File: src/rtl/tw_sched_pkg.sv
// Shared types and width helpers for the tw_vgg frame scheduler.
package tw_sched_pkg;

   typedef enum logic [1:0] {
      IDLE   = 2'd0,
      STREAM = 2'd1,
      GAP    = 2'd2
   } state_t;

   // clog2 with a floor of one bit so degenerate parameters still give legal vectors
   function automatic int width_of(input int n);
      return (n <= 2) ? 1 : $clog2(n);
   endfunction

   function automatic int src_w(input int n_src);
      return width_of(n_src);
   endfunction

   function automatic int beat_w(input int frame_len);
      return width_of(frame_len);
   endfunction

   function automatic int out_w(input int out_per_frame);
      return width_of(out_per_frame);
   endfunction

   function automatic int occ_w(input int depth);
      return $clog2(depth) + 1;
   endfunction

endpackage

File: src/rtl/tw_sched_tag_fifo.sv
// Small synchronous FIFO holding the source ID of every frame admitted to the engine
// and not yet fully retired on the result side.
module tw_sched_tag_fifo
   import tw_sched_pkg::*;
#(
   parameter int TAG_W = 2,
   parameter int DEPTH = 4
) (
   input  logic             clk,
   input  logic             rst,
   input  logic             push_i,
   input  logic [TAG_W-1:0] tag_i,
   input  logic             pop_i,
   output logic             full_o,
   output logic             empty_o,
   output logic [TAG_W-1:0] head_o
);

   localparam int AW    = width_of(DEPTH);
   localparam int OCC_W = occ_w(DEPTH);

   logic [TAG_W-1:0] mem_q [DEPTH];
   logic [AW-1:0]    wr_ptr_q;
   logic [AW-1:0]    rd_ptr_q;
   logic [OCC_W-1:0] occ_q;

   always_ff @(posedge clk or posedge rst) begin
      if (rst) begin
         wr_ptr_q <= '0;
         rd_ptr_q <= '0;
         occ_q    <= '0;
      end else begin
         if (push_i) wr_ptr_q <= wr_ptr_q + 1'b1;
         if (pop_i)  rd_ptr_q <= rd_ptr_q + 1'b1;
         case ({push_i, pop_i})
            2'b10:   occ_q <= occ_q + 1'b1;
            2'b01:   occ_q <= occ_q - 1'b1;
            default: occ_q <= occ_q;
         endcase
      end
   end

   // Storage needs no reset: occupancy alone decides what is readable.
   always_ff @(posedge clk) begin
      if (push_i) mem_q[wr_ptr_q] <= tag_i;
   end

   assign full_o  = (occ_q == OCC_W'(DEPTH));
   assign empty_o = (occ_q == '0);
   assign head_o  = mem_q[rd_ptr_q];

endmodule

File: src/rtl/tw_vgg_frame_sched.sv
// Round-robin frame scheduler sharing one tw_vgg engine among N_SRC I/Q streams;
// tags each admitted frame so the engine's results come back labelled with their source.
module tw_vgg_frame_sched
   import tw_sched_pkg::*;
#(
   parameter int N_SRC         = 4,
   parameter int CH_IN         = 2,
   parameter int BW_IN         = 16,
   parameter int CH_OUT        = 24,
   parameter int BW_OUT        = 16,
   parameter int FRAME_LEN     = 1024,
   parameter int OUT_PER_FRAME = 8,
   parameter int MAX_INFLIGHT  = 4,
   parameter int GAP_CYCLES    = 2
) (
   input  logic                            clk,
   input  logic                            rst,
   input  logic [N_SRC-1:0]                src_vld,
   input  logic [N_SRC*CH_IN*BW_IN-1:0]    src_data,
   output logic [N_SRC-1:0]                src_rdy,
   output logic                            eng_vld_in,
   output logic [CH_IN*BW_IN-1:0]          eng_data_in,
   input  logic                            eng_vld_out,
   input  logic [CH_OUT*BW_OUT-1:0]        eng_data_out,
   output logic                            res_vld,
   output logic [CH_OUT*BW_OUT-1:0]        res_data,
   output logic [src_w(N_SRC)-1:0]         res_src,
   output logic                            res_last,
   output logic                            busy,
   output logic                            err_orphan
);

   localparam int SRC_W  = src_w(N_SRC);
   localparam int BEAT_W = beat_w(FRAME_LEN);
   localparam int OUT_W  = out_w(OUT_PER_FRAME);
   localparam int GAP_W  = width_of(GAP_CYCLES);
   localparam int DIN_W  = CH_IN * BW_IN;
   localparam int DOUT_W = CH_OUT * BW_OUT;

   state_t             state_q, state_d;
   logic [SRC_W-1:0]   grant_q, grant_d;
   logic [SRC_W-1:0]   rr_ptr_q, rr_ptr_d;
   logic [BEAT_W-1:0]  beat_cnt_q, beat_cnt_d;
   logic [GAP_W-1:0]   gap_cnt_q, gap_cnt_d;
   logic [OUT_W-1:0]   out_cnt_q;

   logic               eng_vld_in_q;
   logic [DIN_W-1:0]   eng_data_in_q;
   logic               res_vld_q;
   logic [DOUT_W-1:0]  res_data_q;
   logic [SRC_W-1:0]   res_src_q;
   logic               res_last_q;
   logic               err_orphan_q;

   logic               pick_vld;
   logic [SRC_W-1:0]   pick_idx;
   logic [SRC_W-1:0]   cand;
   logic               beat;
   logic               push;
   logic               pop;
   logic               last_word;
   logic               fifo_full;
   logic               fifo_empty;
   logic [SRC_W-1:0]   fifo_head;
   logic [DIN_W-1:0]   src_lane [N_SRC];

   generate
      for (genvar gi = 0; gi < N_SRC; gi++) begin : g_lane
         assign src_lane[gi] = src_data[gi*DIN_W +: DIN_W];
      end
   endgenerate

   // Walk from the highest offset down so the source nearest rr_ptr wins.
   always_comb begin
      pick_vld = 1'b0;
      pick_idx = '0;
      cand     = '0;
      for (int k = N_SRC - 1; k >= 0; k--) begin
         cand = SRC_W'((int'(rr_ptr_q) + k) % N_SRC);
         if (src_vld[cand]) begin
            pick_vld = 1'b1;
            pick_idx = cand;
         end
      end
   end

   always_ff @(posedge clk or posedge rst) begin
      if (rst) begin
         state_q    <= IDLE;
         grant_q    <= '0;
         rr_ptr_q   <= '0;
         beat_cnt_q <= '0;
         gap_cnt_q  <= '0;
      end else begin
         state_q    <= state_d;
         grant_q    <= grant_d;
         rr_ptr_q   <= rr_ptr_d;
         beat_cnt_q <= beat_cnt_d;
         gap_cnt_q  <= gap_cnt_d;
      end
   end

   always_comb begin
      state_d    = state_q;
      grant_d    = grant_q;
      rr_ptr_d   = rr_ptr_q;
      beat_cnt_d = beat_cnt_q;
      gap_cnt_d  = gap_cnt_q;
      push       = 1'b0;
      src_rdy    = '0;
      beat       = 1'b0;
      case (state_q)
         IDLE: begin
            if (pick_vld && !fifo_full) begin
               grant_d    = pick_idx;
               rr_ptr_d   = (pick_idx == SRC_W'(N_SRC - 1)) ? '0 : pick_idx + 1'b1;
               beat_cnt_d = '0;
               push       = 1'b1;
               state_d    = STREAM;
            end
         end
         STREAM: begin
            // Ready depends only on the grant so sources may gate valid on it.
            src_rdy = N_SRC'(1) << grant_q;
            beat    = src_vld[grant_q];
            if (beat) begin
               if (beat_cnt_q == BEAT_W'(FRAME_LEN - 1)) begin
                  beat_cnt_d = '0;
                  if (GAP_CYCLES > 0) begin
                     state_d   = GAP;
                     gap_cnt_d = GAP_W'(GAP_CYCLES - 1);
                  end else begin
                     state_d = IDLE;
                  end
               end else begin
                  beat_cnt_d = beat_cnt_q + 1'b1;
               end
            end
         end
         GAP: begin
            if (gap_cnt_q == '0) state_d = IDLE;
            else                 gap_cnt_d = gap_cnt_q - 1'b1;
         end
         default: state_d = IDLE;
      endcase
   end

   always_ff @(posedge clk or posedge rst) begin
      if (rst) begin
         eng_vld_in_q  <= 1'b0;
         eng_data_in_q <= '0;
      end else begin
         eng_vld_in_q <= beat;
         if (beat) eng_data_in_q <= src_lane[grant_q];
      end
   end

   assign last_word = (out_cnt_q == OUT_W'(OUT_PER_FRAME - 1));
   assign pop       = eng_vld_out && !fifo_empty && last_word;

   // A result with no tag outstanding is still forwarded, labelled source 0, and flagged.
   always_ff @(posedge clk or posedge rst) begin
      if (rst) begin
         res_vld_q    <= 1'b0;
         res_data_q   <= '0;
         res_src_q    <= '0;
         res_last_q   <= 1'b0;
         out_cnt_q    <= '0;
         err_orphan_q <= 1'b0;
      end else begin
         res_vld_q  <= eng_vld_out;
         res_last_q <= pop;
         if (eng_vld_out) begin
            res_data_q <= eng_data_out;
            if (fifo_empty) begin
               res_src_q    <= '0;
               err_orphan_q <= 1'b1;
            end else begin
               res_src_q <= fifo_head;
               out_cnt_q <= last_word ? '0 : out_cnt_q + 1'b1;
            end
         end
      end
   end

   tw_sched_tag_fifo #(
      .TAG_W (SRC_W),
      .DEPTH (MAX_INFLIGHT)
   ) u_tag_fifo (
      .clk     (clk),
      .rst     (rst),
      .push_i  (push),
      .tag_i   (grant_d),
      .pop_i   (pop),
      .full_o  (fifo_full),
      .empty_o (fifo_empty),
      .head_o  (fifo_head)
   );

   assign eng_vld_in  = eng_vld_in_q;
   assign eng_data_in = eng_data_in_q;
   assign res_vld     = res_vld_q;
   assign res_data    = res_data_q;
   assign res_src     = res_src_q;
   assign res_last    = res_last_q;
   assign busy        = (state_q != IDLE) || !fifo_empty;
   assign err_orphan  = err_orphan_q;

endmodule

File: config.mk
export PLATFORM = sky130hd
export DESIGN_NAME = tw_vgg_frame_sched
export DESIGN_NICKNAME = d
export VERILOG_FILES = /design/src/rtl/tw_sched_pkg.sv /design/src/rtl/tw_sched_tag_fifo.sv /design/src/rtl/tw_vgg_frame_sched.sv
export SDC_FILE = /design/constraint.sdc
export NUM_CORES = 1
export LEC_CHECK = 0
export CORE_AREA = 2 2 363 365
export DETAILED_ROUTE_END_ITERATION = 8
export DIE_AREA = 0 0 365 367
export GPL_TIMING_DRIVEN = 0
export PLACE_DENSITY = 0.38
export SKIP_LAST_GASP = 1
export SYNTH_ARGS = -nofsm -noshare
export SYNTH_HDL_FRONTEND = slang
export SYNTH_SLANG_ARGS = --single-unit
File: constraint.sdc
create_clock -name clk -period 27.1 [get_ports clk]
set_input_delay 4.065 -clock clk [delete_from_list [all_inputs] [get_ports clk]]
set_output_delay 4.065 -clock clk [all_outputs]
set_load 0.02 [all_outputs]
# == Word level (Yosys, flattened, before mapping) ==
# Memory sizes are Yosys's and may differ from the RTL's.
# Cells that the tools add are included.
# totals
in_bits,519
latchBits,0
register_bits,449
mem_bits_rw,8
mem_bits_ro,0
memories,1
word_cells,113
# op_classes
n_shift,1
order_cmp,6
reduce_logical,18
n_eq_ne,12
n_mul,0
n_addsub,11
div_mod_pow,0
bitwise,2
muxes,46
# mem_list
memory,words,width,rd,rd_clocked_by_memory_dff,wr,line_no,text
u_tag_fifo.mem_q,4,2,1,0,1,tw_sched_tag_fifo.sv:22,logic [TAG_W-1:0] mem_q [DEPTH];
# op_table
cell,count
binary-select mux 32 bit (select 2 bit),1
two-way mux 32 bit,2
two-way mux 10 bit,3
two-way mux 2 bit,12
case mux 10 bit (2 select lines),1
two-way mux 1 bit,17
less-than comparator 2 x 3 -> 1 bit (second input constant),5
adder 10 x 1 -> 10 bit (second input constant),1
binary-select mux 1 bit (select 2 bit),5
equality test 10 bit (second input constant),1
adder 2 x 1 -> 2 bit (second input constant),4
inequality test 2 bit (second input constant),4
nonzero test 2 bit,4
adder 3 x 1 -> 3 bit (second input constant),2
equality test 2 bit (second input constant),3
equality test 3 bit (second input constant),2
case mux 2 bit (3 select lines),1
case mux 3 bit (2 select lines),1
AND reduction 2 bit,3
AND reduction 3 bit,2
adder 2 bit (second input constant),2
equality test 2 x 1 -> 1 bit (second input constant),2
two-way mux 4 bit,1
AND reduction 4 bit,1
other kinds (13),16

# == Longest topological paths before layout ==
# Gate-level depths: netlist (run 1).
# logic_depth
ltp_word,12
mapped_depth,10
depth_no_buf,10

# == Hierarchy ==
# A second synthesis (run 1) with hierarchy kept.
# hier_totals
cells_unflattened,1094
area_unflattened_um2,18210.0
# modules_own_cells
module,area_per_inst_um2,seq_area_each_um2,n_inst,cells_per_inst
tw_vgg_frame_sched,17518.1,11060.6,1,1047
tw_sched_tag_fifo,691.9,415.4,1,47

# == Worst setup path after synthesis (run 1) ==
# No wires, ideal clock.
# synth_path
path_type,input -> register
from,input port eng_vld_out
to,register u_tag_fifo.occ_q[2]
path_buffers,1
required_time_ns,27.021
arrival_ns,5.661
setup_slack_ns,21.360
cell_stages,9
setup_time_ns,0.079
cell_sequence,clkbuf_1 > nand2b_1 > nor2_1 > ha_1 > inv_1 > fa_1 > xor2_1 > nor2_1 > xor2_1
# synth_between
elab_chain_len,4
# synth_rtl
element,line_no,text
start: declaration,tw_vgg_frame_sched.sv:23,"input logic eng_vld_out,"
logical AND 1 bit (*) (2 in series),tw_vgg_frame_sched.sv:159,assign pop = eng_vld_out && !fifo_empty && last_word;
net pop,tw_vgg_frame_sched.sv:60,logic pop;
equality test 2 x 1 -> 1 bit or equality test 2 bit (tied branches),tw_sched_tag_fifo.sv:35,"case ({push_i, pop_i})"
case mux 3 bit (2 select lines) or nonzero test 2 bit (tied branches),-,
end signal: assignment,tw_sched_tag_fifo.sv:36,2'b10: occ_q <= occ_q + 1'b1;
end signal: assignment,tw_sched_tag_fifo.sv:37,2'b01: occ_q <= occ_q - 1'b1;
end signal: assignment,tw_sched_tag_fifo.sv:38,default: occ_q <= occ_q;
end: declaration,tw_sched_tag_fifo.sv:25,logic [OCC_W-1:0] occ_q;
# The timed path passes the listed nets; every way through them passes the cells marked *.
# A chain may end at the register's enable or synchronous reset.

# == Worst setup path after layout (run 1) ==
# layout_path
from,register grant_q[1]
to,output port src_rdy[2]
# layout_between
elab_chain_len,2
# layout_rtl
element,line_no,text
start: declaration,tw_vgg_frame_sched.sv:41,"logic [SRC_W-1:0] grant_q, grant_d;"
start signal: assignment,tw_vgg_frame_sched.sv:96,grant_q <= grant_d;
<< shifter 1 x 2 -> 4 bit,tw_vgg_frame_sched.sv:124,src_rdy = N_SRC'(1) << grant_q;
two-way mux 4 bit,tw_vgg_frame_sched.sv:112,case (state_q)
end: declaration,tw_vgg_frame_sched.sv:20,"output logic [N_SRC-1:0] src_rdy,"
# Every way passes these cells.

==> results.ini, run 1 <==
[finish]
stdcell_count=3920
drive_above_1_share_pct=27.2
area_growth_pct=75.4
fin_area_um2=31700
final_util_pct=24.3
nNetsFinal=2640

[worst_setup_path]
critPathCaptureType=primary output
cp.arrival_ns=2.99
cp_max_fo=10
worstPathCellList=clkbuf_1 > clkbuf_1 > and3_1 > clkdlybuf4s50_1
crit_path_frequent_cell=clkbuf_1
start_kind=flop
cp_slowest_cell=clkdlybuf4s50_1
cp_slowest_stage_delay_ns=0.63
crit_type=reg2out
crit_required_ns=23.03

[global_routing]
antenna_found_initial=30
grt_pass1_wl_um=115000
grt_max_degree=119
grt_pass1_vias=15400
overflow=0
gr-usage-all-layers_pct=12.0

[run_status]
status=finished, final reports clean

[sta]
setup_viol_count_final=0
rsz0062_at_grt=false
fin_tns_setup_ns=0
finClkSkew_ns=0.00564
finalHoldViolations=0
max_freq_ghz=0.142
fin_crit_sh_pct=26.0
relSlewSlack_pct=28.1
slew_viol_final=0
period_minus_slack_ns=7.06
worstMarginPinSlew_ns=1.08

[synth]
synth_top_area_cell=dfrtp_1
ys_ff_latch=457
synth_cells=1103
synth_area_per_cell_um2=16.4
syn_area_um2=18100
synthTopCellsByArea=dfrtp_1 (62%), mux2_2 (26%), mux4_2 (4.4%), edfxtp_1 (1.3%), buf_2 (1.1%)
synth-seq-area-share_pct=63.5
syn-num-nets=1631
yosysTopAreaCellShare_pct=62.2
synthDistinctLibCells=43
yosysWarnings=0

[flow_run]
drv_cap=0

[clock_tree]
clkLatencyLatePin_ns=0.63
cts_made_buffers=59
htreeDepth=2
clock_sink_count=457
cts_resized=0
clk_path_buf_depth=3
path_clk_slew_ns=0.06
cts_root_buffer=clkbuf_16
post_cts_buffers=0
tritoncts=built
cts_hold_buf=0

[placed_design]
place_inst=3806
dpl_cell_area_um2=29800
place.gp.congestion=0.798
hpwl_um=66900
port-buffer-count=945

[detailed_routing]
drt_first_iter_violations=484
wl_per_cell_um=21.2
postRouteAntennaNets=0
drc=0
via_per_inst=3.44
drt_wl_total_um=83100
vias=13500
first_pass_iters=4

[floorplanning]
initial_core_util_pct=13.9
die_width_um=365
core_area_um2=130000
ios=946
die_area_um2=134000
rows=133
die_h_um=367

[pwr]
leakagePower_nw=12.4
ir_drop_v=0.0000418
p_per_area_nw_per_um2=72.4

[min_path]
hold_class=reg2reg

==> power by group <==
part / total, W / internal [W] / switching (W)
clock: 0.000764 / 0.000454 / 0.000311
combinational: 0.000684 / 0.000352 / 0.000333
sequential: 0.000847 / 0.000785 / 0.0000614
==> flip-flops by register name, indices dropped and copies added (netlist names) <==
signal / cells
gap_cnt_q: 1
rr_ptr_q: 2
out_cnt_q: 3
err_orphan: 1
beat_cnt_q: 10
u_tag_fifo.occ_q: 3
res_last: 1
u_tag_fifo.mem_q: 8
u_tag_fifo.wr_ptr_q: 2
eng_vld_in: 1
res_data: 384
eng_data_in: 32
u_tag_fifo.rd_ptr_q: 2
res_src: 2
state_q: 2
res_vld: 1
grant_q: 2
==> kinds of logic after synthesis <==
kind of cell	count (synthesis)	synth area share (%)
compound gates	37	1.29
xor+xnor	7	0.339
fa+ha+maj	9	0.665
buf+inv	70	1.90
flops	457	63.5
mux	453	30.4
simple gates	70	1.92
==> worst paths after layout <==
kind,from,to,slack (ns),cells after the start
max,grant_q[1],src_rdy[2],20.04,4
min,err_orphan,err_orphan,0.47,1
max reg2reg,grant_q[1],eng_data_in[20],24.29,4
min reg2reg,err_orphan,err_orphan,0.47,1
max in group asynchronous,rst,res_data[272],21.33,4
min in group asynchronous,rst,res_data[91],3.98,2
==> critical path: cells and delay by family, from the launching register on <==
family | cells | cell delay, ns
buffers and inverters | 3 | 1.73
flip-flops | 1 | 0.37
AND/OR/NAND/NOR | 1 | 0.25
==> per-stage QoR <==
stage / worst slack, ns / total power (W) / hold slack, ns
CTS: 19.90 / 0.00236 / 0.473
global placement: 3.96 / 0.00156 / 0.445
detailed placement: 20.00 / 0.00156 / 0.463
floorplan: 10.52 / 0.00117 / 0.452
finish: 20.04 / 0.00230 / 0.470
global route: 19.84 / 0.00242 / 0.491
==> synth_stat cells (all sizes together) <==
cell type    n
nor2b        2
a31oi        2
nand2b       3
a21o         2
nor3         6
buf         44
inv         14
nand4        2
mux4        35
nor4         2
or2          1
mux2i        2
nand3        9
a311oi       1
xor2         3
o2bb2a       1
a32o         1
nor3b        1
a21oi        3
and2         5
clkbuf      12
dfrtp      449
nand2       22
o31ai        4
o41ai        1
o21ai       18
nand3b       1
a22o         2
ha           8
mux2       416
a21boi       1
o211ai       1
nor2        13
edfxtp       8
fa           1
and3         3
xnor2        4
==> per-layer routing <==
layer / vias up / track usage, % / share of wire, %
li1: 6012 / - / -
met1: 6739 / 11.6 / 33
met2: 578 / 22.2 / 52
met3: 122 / 6.11 / 12
met4: 34 / 3.18 / 2.3
met5: - / 0 / 0.28
==> final cells by class <==
type | count | area [um2]
antenna | 10 | 25.0
multi-input combinational | 576 | 6250
clock inverter | 9 | 77.6
clock buffer | 95 | 1780
timing repair buffer | 948 | 9540
tap | 1755 | 2200
inverter | 14 | 60.1
sequential | 457 | 11500
buffer | 56 | 293
fill | 13800 | 98800
==> cell usage in the layout, fill, tap and decap left out, types with 5 or more instances in the layout <==
| master | n |
|---|---|
| edfxtp_1 | 8 |
| inv_1 | 13 |
| ha_1 | 8 |
| clkdlybuf4s50_1 | 945 |
| nor2_1 | 12 |
| nand3_1 | 9 |
| mux2_2 | 416 |
| o21ai_0 | 18 |
| clkbuf_16 | 61 |
| dfrtp_1 | 449 |
| clkinv_2 | 6 |
| and2_1 | 5 |
| mux4_2 | 35 |
| nand2_1 | 21 |
| clkbuf_1 | 32 |
| buf_2 | 38 |
| clkbuf_8 | 13 |
| diode_2 | 10 |
| nor3_1 | 6 |
Power figures use the tool's default switching activity.
==> run 2: changes to the inputs <==
--- a/config.mk
+++ b/config.mk
@@ -5,11 +5,11 @@
 export SDC_FILE = /design/constraint.sdc
 export NUM_CORES = 1
 export LEC_CHECK = 0
-export CORE_AREA = 2 2 363 365
+export CORE_AREA = 2 2 365 367
 export DETAILED_ROUTE_END_ITERATION = 8
-export DIE_AREA = 0 0 365 367
+export DIE_AREA = 0 0 367 369
 export GPL_TIMING_DRIVEN = 0
-export PLACE_DENSITY = 0.38
+export PLACE_DENSITY = 0.37
 export SKIP_LAST_GASP = 1
 export SYNTH_ARGS = -nofsm -noshare
 export SYNTH_HDL_FRONTEND = slang
==> constraint.sdc (replaced) <==
create_clock -name clk -period 7.1 [get_ports clk]
set_input_delay 1.065 -clock clk [delete_from_list [all_inputs] [get_ports clk]]
set_output_delay 1.065 -clock clk [all_outputs]
set_load 0.02 [all_outputs]
==> results.ini, run 2 (same netlist as run 1, synthesis figures left out) <==
[run_status]
status=finished, final reports clean

[clock_tree]
cts_root_buffer=clkbuf_16
path_clk_slew_ns=0.06
cts_made_buffers=60
clock_sink_count=457
htreeDepth=2
clkLatencyLatePin_ns=0.65
tritoncts=built
cts_hold_buf=0
post_cts_buffers=0
clk_path_buf_depth=3
cts_resized=0

[placed_design]
place.gp.congestion=0.825
port-buffer-count=945
place_inst=3817
hpwl_um=71500

[finish]
most-common-layout-cells=clkdlybuf4s50_1 (945), dfrtp_1 (449), mux2_2 (416)
multi_input_area_um2=6250
stdcell_count=3929
area_growth_pct=77.1
layout_commonest_cell=clkdlybuf4s50_1
seq_area_um2=11500
largest_reg_flops=384
drive_above_1_share_pct=27.9
nNetsFinal=2652
num-fill-cells=13900

[worst_setup_path]
crit_path_frequent_cell=clkbuf_1
critPathCaptureType=primary output
worstPathCellList=clkbuf_1 > clkbuf_1 > and3_1 > clkdlybuf4s50_1
crit_type=reg2out
rr_startpoint=grant_q[1]
r2r_end=eng_data_in[19]
crit_required_ns=6.03
cp_slowest_cell=clkdlybuf4s50_1
r2r_slack_ns=4.35
rr_worst_depth=4
cp_max_fo=10
cp.arrival_ns=2.93
start_kind=flop
cp_slowest_stage_delay_ns=0.64

[sta]
finalHoldViolations=0
slew_viol_final=0
setup_viol_count_final=0
worstMarginPinSlew_ns=1.06
max_freq_ghz=0.251
rsz0062_at_grt=false
finClkSkew_ns=0.0178
relSlewSlack_pct=29.1
period_minus_slack_ns=3.99
fin_crit_sh_pct=56.2

[flow_run]
drv_cap=0

[min_path]
hold_class=reg2reg
holdPathStages=1
holdPathEnd=err_orphan
holdCritStartpoint=err_orphan

[global_routing]
antenna_found_initial=29
grt_pass1_vias=15300
gr-usage-all-layers_pct=12.3
grt_pass1_wl_um=119000
grt_max_degree=40
overflow=0

[detailed_routing]
via_per_inst=3.44
drt_wl_total_um=86200
wl_per_cell_um=21.9
drc=0
drt_first_iter_violations=389
vias=13500
first_pass_iters=4
postRouteAntennaNets=0

[floorplanning]
initial_core_util_pct=13.8
die_h_um=369
die_width_um=367
die_area_um2=135000
rows=133
ios=946
core_area_um2=131000

[pwr]
ir_drop_v=0.000179
p_per_area_nw_per_um2=279
leakagePower_nw=12.5
total_power_w=0.00892

## run 2: stage by stage
stage               setup WS (ns)   TNS, ns  util (%)  cell area [um2]  hold slack (ns)
floorplan                 -0.0361    -16.22         -            18100            0.452
global placement            -3.83  -1657.88      22.7            29700            0.446
detailed placement           3.00         0      22.9            30000            0.456
CTS                          2.96         0      24.4            32000            0.469
global route                 2.90         0      24.4            32000            0.498
finish                       3.11         0      24.4            32000            0.461
## run 2: per-layer routing
layer	vias to the layer above	GRT usage (%)	share of wire, %
met4	30	3.45	2.5
met5	-	0	0.20
met1	6738	12.6	35
li1	6036	-	-
met2	604	22.0	51
met3	123	6.07	11
## run 2: where the power goes
part	internal [W]	leakage (nW)	switching, W
logic	0.00135	6.23	0.00127
clock network	0.00184	0.977	0.00123
registers	0.00300	5.33	0.000231
## run 2: worst max-delay path by stage
stage | startpoint | endpoint | slack [ns] | cells after the start
after floorplan | rst | beat_cnt_q[0] | -0.04 | 1
after global placement | rst | res_data[331] | -3.83 | 2
after detailed placement | eng_vld_out | u_tag_fifo.occ_q[2] | 3.00 | 10
after CTS | grant_q[1] | src_rdy[2] | 2.96 | 4
after global routing | grant_q[1] | src_rdy[3] | 2.90 | 4
final | grant_q[1] | src_rdy[2] | 3.11 | 4
## run 2: worst max-delay path: cells and delay by family (launching register included)
| kind | cells | cell delay [ns] |
|---|---|---|
| flops | 1 | 0.38 |
| simple gates | 1 | 0.24 |
| buf+inv | 3 | 1.66 |
## run 2: final cells by class
| class | instances | area share (%) |
|---|---|---|
| timing repair buffer | 959 | 30.4 |
| sequential | 457 | 35.9 |
| multi-input combinational | 576 | 19.5 |
| buffer | 56 | 0.915 |
| inverter | 14 | 0.176 |
| antenna | 5 | 0.0391 |
| clock inverter | 25 | 0.879 |
| tap | 1755 | 6.86 |
| clock buffer | 82 | 5.29 |
==> run 3: changes to the inputs <==
--- a/config.mk
+++ b/config.mk
@@ -5,11 +5,11 @@
 export SDC_FILE = /design/constraint.sdc
 export NUM_CORES = 1
 export LEC_CHECK = 0
-export CORE_AREA = 2 2 365 367
+export CORE_AREA = 2 2 363 365
 export DETAILED_ROUTE_END_ITERATION = 8
-export DIE_AREA = 0 0 367 369
+export DIE_AREA = 0 0 365 367
 export GPL_TIMING_DRIVEN = 0
-export PLACE_DENSITY = 0.37
+export PLACE_DENSITY = 0.39
 export SKIP_LAST_GASP = 1
 export SYNTH_ARGS = -nofsm -noshare
 export SYNTH_HDL_FRONTEND = slang
==> constraint.sdc (replaced) <==
create_clock -name clk -period 3.2 [get_ports clk]
set_input_delay 0.48 -clock clk [delete_from_list [all_inputs] [get_ports clk]]
set_output_delay 0.48 -clock clk [all_outputs]
set_load 0.02 [all_outputs]
==> results.ini, run 3 (same netlist as run 1, synthesis figures left out) <==
[finish]
most-common-layout-cells=clkdlybuf4s50_1 (945), dfrtp_1 (448), mux2_2 (416)
nNetsFinal=2648
final_util_pct=24.6
stdcell_count=3936
drive_above_1_share_pct=28.2
largest_reg_flops=384
area_growth_pct=77.2
layout_commonest_cell=clkdlybuf4s50_1

[sta]
fin_tns_setup_ns=0
finalHoldViolations=0
slew_viol_final=0
fin_crit_sh_pct=94.9
worstMarginPinSlew_ns=1.13
max_freq_ghz=0.329
period_minus_slack_ns=3.04
setup_viol_count_final=0
finClkSkew_ns=0.0146
relSlewSlack_pct=24.9
rsz0062_at_grt=false

[detailed_routing]
postRouteAntennaNets=0
drt_wl_total_um=88800
drc=0
via_per_inst=3.47
drt_first_iter_violations=438
wl_per_cell_um=22.6
first_pass_iters=4
vias=13700

[worst_setup_path]
critPathCaptureType=primary output
cpLargestDelayFamily=buffers and inverters
crit_required_ns=2.72
cp_max_fo=11
cp_slowest_cell=clkdlybuf4s50_1
worstPathCellList=clkbuf_1 > and3_1 > clkdlybuf4s50_1
crit_type=reg2out
cp.arrival_ns=2.56
start_kind=flop
cp_slowest_stage_delay_ns=0.64
path_buf_inv=2

[floorplanning]
rows=133
ios=946
initial_core_util_pct=13.9
core_area_um2=130000
die_h_um=367
die_width_um=365
die_area_um2=134000

[clock_tree]
cts_root_buffer=clkbuf_16
clock_sink_count=457
clk_path_buf_depth=3
clkLatencyLatePin_ns=0.65
post_cts_buffers=0
cts_hold_buf=0
htreeDepth=2
tritoncts=built
path_clk_slew_ns=0.07
cts_made_buffers=60

[pwr]
p_per_area_nw_per_um2=623
total_power_w=0.0200
ir_drop_v=0.000390
leakagePower_nw=12.5

[flow_run]
drv_cap=0

[global_routing]
gr-usage-all-layers_pct=12.8
grt_pass1_wl_um=120000
antenna_found_initial=42
grt_max_degree=43
grt_pass1_vias=15500
overflow=0

[run_status]
status=finished, final reports clean

[placed_design]
place_inst=3815
port-buffer-count=945
hpwl_um=73700
place.gp.congestion=0.800

[min_path]
hold_class=in2async

## run 3: what timing repair did
item                                    4_1_cts  5_1_grt
gates resized for setup                       1        0
endpoints found under the setup margin        4        1
gates cloned                                  0        0
## run 3: area by class of cell
type	count	area, um2
Antenna cell	9	22.5
Inverter	14	56.3
Sequential cell	457	11500
Fill cell	13700	98400
Multi-Input combinational cell	576	6250
Timing Repair Buffer	957	9700
Clock inverter	32	338
Tap cell	1755	2200
Buffer	54	284
Clock buffer	82	1700
## run 3: per-layer routing
layer	up-vias	global-route usage, %	routed length (um)
met1	6819	13.0	30600
met5	-	0	354
met2	607	23.1	45500
li1	6041	-	-
met3	149	6.18	9950
met4	58	3.66	2450
## run 3: path summary, 6_finish.rpt
path                        startpoint               to  slack (ns)  cells after the start
setup / recovery            grant_q[1]       src_rdy[2]        0.16                      3
hold / removal                     rst    res_data[267]        0.31                      2
setup reg to reg            grant_q[1]  eng_data_in[18]        0.73                      3
hold reg to reg             err_orphan       err_orphan        0.46                      1
max in group asynchronous          rst     res_data[88]        0.85                      8
min in group clk           eng_vld_out          res_vld        0.32                      1
## run 3: stage by stage
| step | hold slack, ns | setup WS [ns] | cell area (um2) |
|---|---|---|---|
| floorplan | 0.452 | -3.35 | 18100 |
| finish | 0.305 | 0.164 | 32000 |
| CTS | 0.247 | 0.0492 | 32000 |
| detailed placement | 0.454 | -0.387 | 30000 |
| global placement | 0.443 | -6.96 | 29700 |
| global route | 0.262 | 0.0110 | 32000 |
## run 3: worst register-to-register path, stage by stage (launching register included)
cell,delay (ns)
dfrtp_2,0.58
buf_1,0.89
mux4_2,0.57
mux2_2,0.31
## run 3: report_power, final
| part | internal, W | switching (W) |
|---|---|---|
| clock network | 0.00414 | 0.00280 |
| registers | 0.00665 | 0.000546 |
| logic | 0.00299 | 0.00284 |
| total | 0.0138 | 0.00619 |
